[config.mk]
export PLATFORM = sky130hd
export DESIGN_NAME = rs_pool
export DESIGN_NICKNAME = d
export VERILOG_FILES = /design/src/rtl/rs_pool.sv
export SDC_FILE = /design/constraint.sdc
export NUM_CORES = 2
export LEC_CHECK = 0
export CAP_MARGIN = 20
export CORE_MARGIN = 5
export CORE_UTILIZATION = 39
export DETAILED_ROUTE_END_ITERATION = 10
export PLACE_DENSITY = 0.6
export SETUP_SLACK_MARGIN = 0.3
export SLEW_MARGIN = 10
export SYNTH_ARGS = -nofsm -noshare
export SYNTH_HDL_FRONTEND = slang
export SYNTH_SLANG_ARGS = --single-unit
export TNS_END_PERCENT = 10
[constraint.sdc]
create_clock -name clk -period 37 [get_ports clk]
set_input_delay 7.4 -clock clk [delete_from_list [all_inputs] [get_ports clk]]
set_output_delay 7.4 -clock clk [all_outputs]
set_load 0.02 [all_outputs]
[src/rtl/rs_pool.sv]
// rs_pool: reservation-station pool for one functional-unit class.
//   Holds up to DEPTH dispatched instructions and captures missing source
//   operands from NUM_CDB broadcast channels (matched by ROB tag). Issues the
//   oldest entry whose operands are both ready over a valid/ready handshake.
// Ports:
//   clk, rst            clock, asynchronous active-high reset
//   flush               drop every entry (mispredict/exception)
//   alloc_*             dispatch side: valid/ready plus operand state, tags, payload
//   cdb_valid/rob_idx/data  packed broadcast channels, channel k at [k*W +: W]
//   issue_*             execute side: valid/ready, operands, rd tag, payload
//   count               number of occupied entries
module rs_pool #(
  parameter int DEPTH         = 4,
  parameter int ROB_IDX_WIDTH = 5,
  parameter int DATA_WIDTH    = 32,
  parameter int NUM_CDB       = 2,
  parameter int PAYLOAD_WIDTH = 96,
  parameter int CNT_WIDTH     = $clog2(DEPTH + 1)
) (
  input  logic                             clk,
  input  logic                             rst,
  input  logic                             flush,
  input  logic                             alloc_valid,
  output logic                             alloc_ready,
  input  logic [ROB_IDX_WIDTH-1:0]         alloc_rd_rob_idx,
  input  logic                             alloc_rs1_ready,
  input  logic                             alloc_rs2_ready,
  input  logic [DATA_WIDTH-1:0]            alloc_rs1_data,
  input  logic [DATA_WIDTH-1:0]            alloc_rs2_data,
  input  logic [ROB_IDX_WIDTH-1:0]         alloc_rs1_rob_idx,
  input  logic [ROB_IDX_WIDTH-1:0]         alloc_rs2_rob_idx,
  input  logic [PAYLOAD_WIDTH-1:0]         alloc_payload,
  input  logic [NUM_CDB-1:0]               cdb_valid,
  input  logic [NUM_CDB*ROB_IDX_WIDTH-1:0] cdb_rob_idx,
  input  logic [NUM_CDB*DATA_WIDTH-1:0]    cdb_data,
  output logic                             issue_valid,
  input  logic                             issue_ready,
  output logic [DATA_WIDTH-1:0]            issue_rs1_data,
  output logic [DATA_WIDTH-1:0]            issue_rs2_data,
  output logic [ROB_IDX_WIDTH-1:0]         issue_rd_rob_idx,
  output logic [PAYLOAD_WIDTH-1:0]         issue_payload,
  output logic [CNT_WIDTH-1:0]             count
);

  localparam int SW = (DEPTH > 1) ? $clog2(DEPTH) : 1;
  localparam logic [CNT_WIDTH-1:0] DEPTH_C = CNT_WIDTH'(DEPTH);

  logic [DEPTH-1:0]         valid_q, valid_d;
  logic [DEPTH-1:0]         rs1_rdy_q, rs1_rdy_d, rs2_rdy_q, rs2_rdy_d;
  logic [DATA_WIDTH-1:0]    rs1_data_q [DEPTH];
  logic [DATA_WIDTH-1:0]    rs1_data_d [DEPTH];
  logic [DATA_WIDTH-1:0]    rs2_data_q [DEPTH];
  logic [DATA_WIDTH-1:0]    rs2_data_d [DEPTH];
  logic [ROB_IDX_WIDTH-1:0] rs1_tag_q  [DEPTH];
  logic [ROB_IDX_WIDTH-1:0] rs1_tag_d  [DEPTH];
  logic [ROB_IDX_WIDTH-1:0] rs2_tag_q  [DEPTH];
  logic [ROB_IDX_WIDTH-1:0] rs2_tag_d  [DEPTH];
  logic [ROB_IDX_WIDTH-1:0] rd_tag_q   [DEPTH];
  logic [ROB_IDX_WIDTH-1:0] rd_tag_d   [DEPTH];
  logic [PAYLOAD_WIDTH-1:0] payload_q  [DEPTH];
  logic [PAYLOAD_WIDTH-1:0] payload_d  [DEPTH];
  // older_q[i][j] = 1 when entry j was allocated before entry i. A newly
  // allocated slot clears its column everywhere, so stale bits left by
  // departed entries never survive a reuse of that slot.
  logic [DEPTH-1:0]         older_q    [DEPTH];
  logic [DEPTH-1:0]         older_d    [DEPTH];
  logic [CNT_WIDTH-1:0]     count_q, count_d;

  logic [DEPTH-1:0]      eligible;
  logic                  sel_found;
  logic [SW-1:0]         sel_idx;
  logic [SW-1:0]         alloc_idx;
  logic                  alloc_fire, issue_fire;
  logic                  a_rs1_rdy, a_rs2_rdy;
  logic [DATA_WIDTH-1:0] a_rs1_data, a_rs2_data;

  // Oldest-ready select, from registered state only.
  always_comb begin
    eligible  = valid_q & rs1_rdy_q & rs2_rdy_q;
    sel_found = 1'b0;
    sel_idx   = '0;
    for (int i = 0; i < DEPTH; i++) begin
      if (!sel_found && eligible[i] && ((older_q[i] & eligible) == '0)) begin
        sel_found = 1'b1;
        sel_idx   = SW'(i);
      end
    end
  end

  assign issue_valid      = sel_found;
  assign issue_rs1_data   = sel_found ? rs1_data_q[sel_idx] : '0;
  assign issue_rs2_data   = sel_found ? rs2_data_q[sel_idx] : '0;
  assign issue_rd_rob_idx = sel_found ? rd_tag_q[sel_idx]   : '0;
  assign issue_payload    = sel_found ? payload_q[sel_idx]  : '0;
  assign count            = count_q;

  assign alloc_ready = (count_q < DEPTH_C) && !flush;
  assign alloc_fire  = alloc_valid && alloc_ready;
  assign issue_fire  = issue_valid && issue_ready && !flush;

  // Lowest free slot, judged on registered valid bits so a slot freed by
  // this cycle's issue is not handed out again until next cycle.
  always_comb begin
    alloc_idx = '0;
    for (int i = DEPTH - 1; i >= 0; i--) begin
      if (!valid_q[i]) alloc_idx = SW'(i);
    end
  end

  // Allocation bypass: descending scan so the lowest matching channel wins.
  always_comb begin
    a_rs1_rdy  = alloc_rs1_ready;
    a_rs1_data = alloc_rs1_data;
    a_rs2_rdy  = alloc_rs2_ready;
    a_rs2_data = alloc_rs2_data;
    for (int k = NUM_CDB - 1; k >= 0; k--) begin
      if (!alloc_rs1_ready && cdb_valid[k] &&
          cdb_rob_idx[k*ROB_IDX_WIDTH +: ROB_IDX_WIDTH] == alloc_rs1_rob_idx) begin
        a_rs1_rdy  = 1'b1;
        a_rs1_data = cdb_data[k*DATA_WIDTH +: DATA_WIDTH];
      end
      if (!alloc_rs2_ready && cdb_valid[k] &&
          cdb_rob_idx[k*ROB_IDX_WIDTH +: ROB_IDX_WIDTH] == alloc_rs2_rob_idx) begin
        a_rs2_rdy  = 1'b1;
        a_rs2_data = cdb_data[k*DATA_WIDTH +: DATA_WIDTH];
      end
    end
  end

  always_comb begin
    valid_d    = valid_q;
    rs1_rdy_d  = rs1_rdy_q;
    rs2_rdy_d  = rs2_rdy_q;
    rs1_data_d = rs1_data_q;
    rs2_data_d = rs2_data_q;
    rs1_tag_d  = rs1_tag_q;
    rs2_tag_d  = rs2_tag_q;
    rd_tag_d   = rd_tag_q;
    payload_d  = payload_q;
    older_d    = older_q;
    count_d    = count_q + CNT_WIDTH'(alloc_fire) - CNT_WIDTH'(issue_fire);

    // Wakeup of waiting operands in resident entries.
    for (int i = 0; i < DEPTH; i++) begin
      for (int k = NUM_CDB - 1; k >= 0; k--) begin
        if (valid_q[i] && !rs1_rdy_q[i] && cdb_valid[k] &&
            cdb_rob_idx[k*ROB_IDX_WIDTH +: ROB_IDX_WIDTH] == rs1_tag_q[i]) begin
          rs1_rdy_d[i]  = 1'b1;
          rs1_data_d[i] = cdb_data[k*DATA_WIDTH +: DATA_WIDTH];
        end
        if (valid_q[i] && !rs2_rdy_q[i] && cdb_valid[k] &&
            cdb_rob_idx[k*ROB_IDX_WIDTH +: ROB_IDX_WIDTH] == rs2_tag_q[i]) begin
          rs2_rdy_d[i]  = 1'b1;
          rs2_data_d[i] = cdb_data[k*DATA_WIDTH +: DATA_WIDTH];
        end
      end
    end

    if (issue_fire) valid_d[sel_idx] = 1'b0;

    if (alloc_fire) begin
      valid_d[alloc_idx]    = 1'b1;
      rs1_rdy_d[alloc_idx]  = a_rs1_rdy;
      rs2_rdy_d[alloc_idx]  = a_rs2_rdy;
      rs1_data_d[alloc_idx] = a_rs1_data;
      rs2_data_d[alloc_idx] = a_rs2_data;
      rs1_tag_d[alloc_idx]  = alloc_rs1_rob_idx;
      rs2_tag_d[alloc_idx]  = alloc_rs2_rob_idx;
      rd_tag_d[alloc_idx]   = alloc_rd_rob_idx;
      payload_d[alloc_idx]  = alloc_payload;
      // Everyone currently resident is older; the new entry is older than no one.
      older_d[alloc_idx]    = valid_q;
      for (int i = 0; i < DEPTH; i++) older_d[i][alloc_idx] = 1'b0;
    end

    if (flush) begin
      valid_d = '0;
      count_d = '0;
    end
  end

  always_ff @(posedge clk or posedge rst) begin
    if (rst) begin
      valid_q   <= '0;
      rs1_rdy_q <= '0;
      rs2_rdy_q <= '0;
      count_q   <= '0;
      for (int i = 0; i < DEPTH; i++) begin
        rs1_data_q[i] <= '0;
        rs2_data_q[i] <= '0;
        rs1_tag_q[i]  <= '0;
        rs2_tag_q[i]  <= '0;
        rd_tag_q[i]   <= '0;
        payload_q[i]  <= '0;
        older_q[i]    <= '0;
      end
    end else begin
      valid_q    <= valid_d;
      rs1_rdy_q  <= rs1_rdy_d;
      rs2_rdy_q  <= rs2_rdy_d;
      count_q    <= count_d;
      rs1_data_q <= rs1_data_d;
      rs2_data_q <= rs2_data_d;
      rs1_tag_q  <= rs1_tag_d;
      rs2_tag_q  <= rs2_tag_d;
      rd_tag_q   <= rd_tag_d;
      payload_q  <= payload_d;
      older_q    <= older_d;
    end
  end

endmodule

* After elaboration in Yosys (flattened, before gate mapping) *
Index checks and enable logic that the tools add are counted.

storage, ports and cells
  bits in registers = 731
  output and inout port bits = 170

cells by class
  $add $sub $neg = 2
  $lt $le $gt $ge = 8
  equality and inequality tests = 20
  mux-type cells = 96
  bitwise gates (word level) = 16
  reductions and logical operators = 80

operators with widths
  kind               number
  $mux 32            27
  $bwmux 384         1
  $mux 96            4
  $bwmux 128         2
  $mux 128           2
  $bmux 96 s2        1
  $demux 96 s2       1
  $bmux 32 s2        2
  $eq 5x5->1         20
  $demux 32 s2       1
  $logic_and 1x1->1  62
  $bwmux 20          3
  $and 4x4->4        11
  $mux 1             27
  $mux 4             6
  $mux 5             4
  $bwmux 16          1
  $logic_not 4->1    4
  $logic_not 1->1    14
  $mux 2             6
  $bmux 5 s2         1
  $demux 5 s2        1
  $bwmux 4           2
  $demux 4 s2        1
  other kinds (12)   18

* Logic depth before layout (Yosys ltp) *
  depth in word-level cells = 28
  mapped depth = 17
  depth with buffers taken out = 13

* Worst setup path before layout *
No wires, ideal clock.

  path kind = input to output
  from = input flush
  to = output alloc_ready
  arrival time = 7.867 ns
  required time = 29.600 ns
  path slack = 21.733 ns
  cell stages on the path = 2
  path buffers = 1
  cell sequence = buf_2 > nor2_1

on the way
  cells in the longest elaborated chain, start to end = 2

ends and longest elaborated chain
  item                line  RTL
  start: declaration  22    input logic flush,
  $logic_not 1->1     97    assign alloc_ready = (count_q < DEPTH_C) && !flush;
  $logic_and 1x1->1   97
  end: declaration    24    output logic alloc_ready,

Every way passes these cells.

* Worst setup path in the final report *
Same ends and word-level chain as after synthesis.

==> results.md <==
* Outcome: complete, no violations
* Vias in the first global route at about 41000
* Worst-Skew Late Latency at slightly below 0.7 ns
* Post-synth EDFFs at 0
* Residual DRC at 0
* IO Port Bufs at ~430
* WL/cell at 28.10 um
* Number of DRC markers in iteration 0 at around 5500
* CTS Buffer Depth at 3
* WP data required at 29.60 ns
* Cell mode on critical path: clkdlybuf4s50_1
* Pwr Total at between 2 and 2.5 mW
* Hold Fails Final Rpt at 0
* Routability cong. at between 0.8 and 0.9
* Synth unique cells at 54
* Routed met2 length at roughly 80000 um
* Post-CTS sizing at 0
* Yosys top cell area share at 0.4435
* H-Tree Level Count at 3
* Worst path max stage delay at between 0.6 and 0.7 ns
* Die height at ~340 um
* Min Tclk post-route at 16.29 ns
* Worst Max-Slew Pin Slew at 1.260 ns
* Initial Util at 0.3924
* Sequential element share of the synthesized area at 0.4435
* Syn Std Cell Area at between 40000 and 50000 um^2
* Wirelength, routed at 184600 um
* Largest net degree at the start of global routing at between 150 and 200
* Mapped Nets at 5277
* Tcrit/Tclk final at 0.4404
* Synth Instances at ~5000
* Max Cap Viol at 0
* Sink Count at ~730
* Top sig layer: met5
* Synthesized area per cell at just over 8 um^2
* Num CTS Buffers at 87
* Setup violations, final at 0
* Slew margin rel. at 0.1599
* Worst VDD drop at around 0.033 mV
* Fin area at 48990 um^2
* Crit Path Category: input pin to output pin
* Vias per cell at approximately 6.4
* Worst path slowest cell: clkdlybuf4s50_1
* Worst setup SP type: input pin
* HPWL after DPL at between 90000 and 100000 um
* Slew Viols, Final at 0
* Root Buffer: clkbuf_16
* Total grt overflow at 0
* FFs w/ async S/R, synth at 1.000
* Post-CTS Repair Setup Buffers at 0
* Pwr dens at between 50 and 60 nW/um^2
* Ranking of synthesized cells by area: dfrtp_1, nand2_1, a21boi_0
* CTS tree: done
* Leakage power at 21.13 nW
* Hold Crit Class: flop to flop
* Area growth syn-to-layout at 18.78%
* Reg clk slew, reported paths at approximately 0.060 ns
* M1 WL at roughly 71000 um
* DIE AREA at around 110000 um^2
* Io pins at ~430
* Cell taking the most area after synthesis: dfrtp_1
* CTS hold repair buffers at 0
* TNS Setup at 0 ns
* Nature of the critical path endpoint: output pin
* F_max at between 0.06 and 0.07 GHz
* DRT Pass-1 Iters at 6
* Placed Area at around 46000 um^2
* Core ar. at ~110000 um^2
* Number of core rows at 119
* Crit path buf inv count at 2
* Top FF cell, synth: dfrtp_1
* Ratio of cells with drive above 1 in the final layout at 0.06788
* First-pass GRT wire length at 271000 um
* CP Max Fanout at 10
* FF+latch count, synth at roughly 730
* Crit path DAT at ~8.9 ns
* Clk_skew at about 0.047 ns
* Delay-heaviest family, CP: buffers and inverters
* Post-route ant nets at 0
* Die Wd at roughly 340 um
* Initial antenna violation count at 33
* Vias at 42046
* Synth Warn # at 0
* RSZ-0062 raised after global routing: false
* Crit path cell chain: clkdlybuf4s50_1 > nor2_1 > clkdlybuf4s50_1
* GR Util All Layers at 0.3141
* Met3 WL at ~21000 um
* Final net count at roughly 5300
[final cells by class]
class	count	area, um^2
Fill cell	10265	56130
Multi-Input combinational cell	3736	20860
Sequential cell	731	18290
Timing Repair Buffer	528	5070
Clock buffer	128	2502
Tap cell	1391	1740
Clock inverter	29	445.4
Antenna cell	21	52.55
Inverter	4	22.52
[synthesized netlist by cell type (all sizes together) (22+ instances only)]
master,count
nand2,1356
dfrtp,731
clkbuf,407
nand3,333
a21boi,294
a211oi,264
o21ai,264
o22ai,232
nor2,201
a21oi,179
a311oi,166
buf,138
and3,83
nand3b,57
o31ai,56
xor2,56
xnor2,46
nand4,24
o32ai,23
nor4,22
[where the power goes]
group	leakage (nW)	internal [mW]	switching, mW	total (mW)
clock	1.43	0.522	0.376	0.898
sequential	9.66	0.967	0.106	1.07
combinational	10.0	0.191	0.297	0.488
[placed cells by master, fill, tap and decap left out, types with 4 or more instances in the layout]
master           instances
nand2_1               1353
dfrtp_1                731
clkdlybuf4s50_1        427
nand3_1                333
a21boi_0               271
o21ai_0                264
a211oi_1               261
o22ai_1                232
nor2_1                 197
a21oi_1                178
a311oi_1               166
buf_4                   98
clkbuf_16               88
and3_1                  83
nand3b_1                57
xor2_1                  56
o31ai_2                 52
xnor2_1                 46
clkbuf_1                25
nand4_1                 24
a21boi_1                23
o32ai_1                 23
diode_2                 21
clkbuf_8                15
nor4_1                  12
clkinv_2                10
and2_1                   9
nor3b_2                  9
nor4_4                   9
nor3_1                   8
bufinv_16                7
nor4b_4                  4
o31ai_1                  4
and4_2                   4
[kinds of logic after synthesis]
logic type                 synth area share
AOI/OAI and AO/OA                    0.2483
xor gates and xnor gates            0.02166
adders and majority gates          0.001092
buffers and inverters               0.05709
DFF                                  0.4435
muxes                             0.0002730
and+or+nand+nor                      0.2280
[registers in the layout, indices dropped and copies added, names as in the netlist]
register	cells
rs2_tag_q	20
count	3
rs2_rdy_q	4
rs1_tag_q	20
valid_q	4
rs2_data_q	128
payload_q	384
rs1_data_q	128
rd_tag_q	20
older_q	16
rs1_rdy_q	4
[per-layer routing]
layer,vias to the layer above,track usage
met2,2829,0.4730
met1,20630,0.4064
met5,-,0
met3,644,0.09269
met4,20,0.1734
li1,17923,-
[through the flow]
step / cells / utilization / hold slack [ns] / setup WS [ns]
after floorplan: 5016 / - / 0.4453 / 9.091
after global placement: 6390 / 0.4375 / 0.4569 / 20.72
after detailed placement: 6390 / 0.4375 / 0.4616 / 20.73
after CTS: 6547 / 0.4655 / 0.4761 / 20.72
after global routing: 6559 / 0.4658 / 0.4868 / 20.64
final: 6568 / 0.4660 / 0.4713 / 20.71
[final timing paths]
path | start | endpoint | slack, ns | cells after the start
worst max-delay path | flush | alloc_ready | 20.71 | 3
worst min-delay path | payload_q[67] | payload_q[67] | 0.47 | 2
worst max register to register | valid_q[1] | count[2] | 32.63 | 14
worst min register to register | payload_q[67] | payload_q[67] | 0.47 | 2
max in group asynchronous | rst | payload_q[316] | 26.64 | 5
min in group asynchronous | rst | payload_q[93] | 7.29 | 2
[worst register-to-register path: stages, from the launching register on]
cell,delay [ns]
dfrtp_1,0.78
and4b_1,0.33
and4_4,0.92
nor3_4,0.11
nor2b_4,0.18
buf_4,0.36
nor3b_1,0.30
ha_1,0.26
inv_1,0.06
ha_1,0.13
inv_1,0.05
fa_1,0.39
xor2_1,0.18
xnor2_1,0.15
nor2_1,0.05
Power figures use the tool's default switching activity.
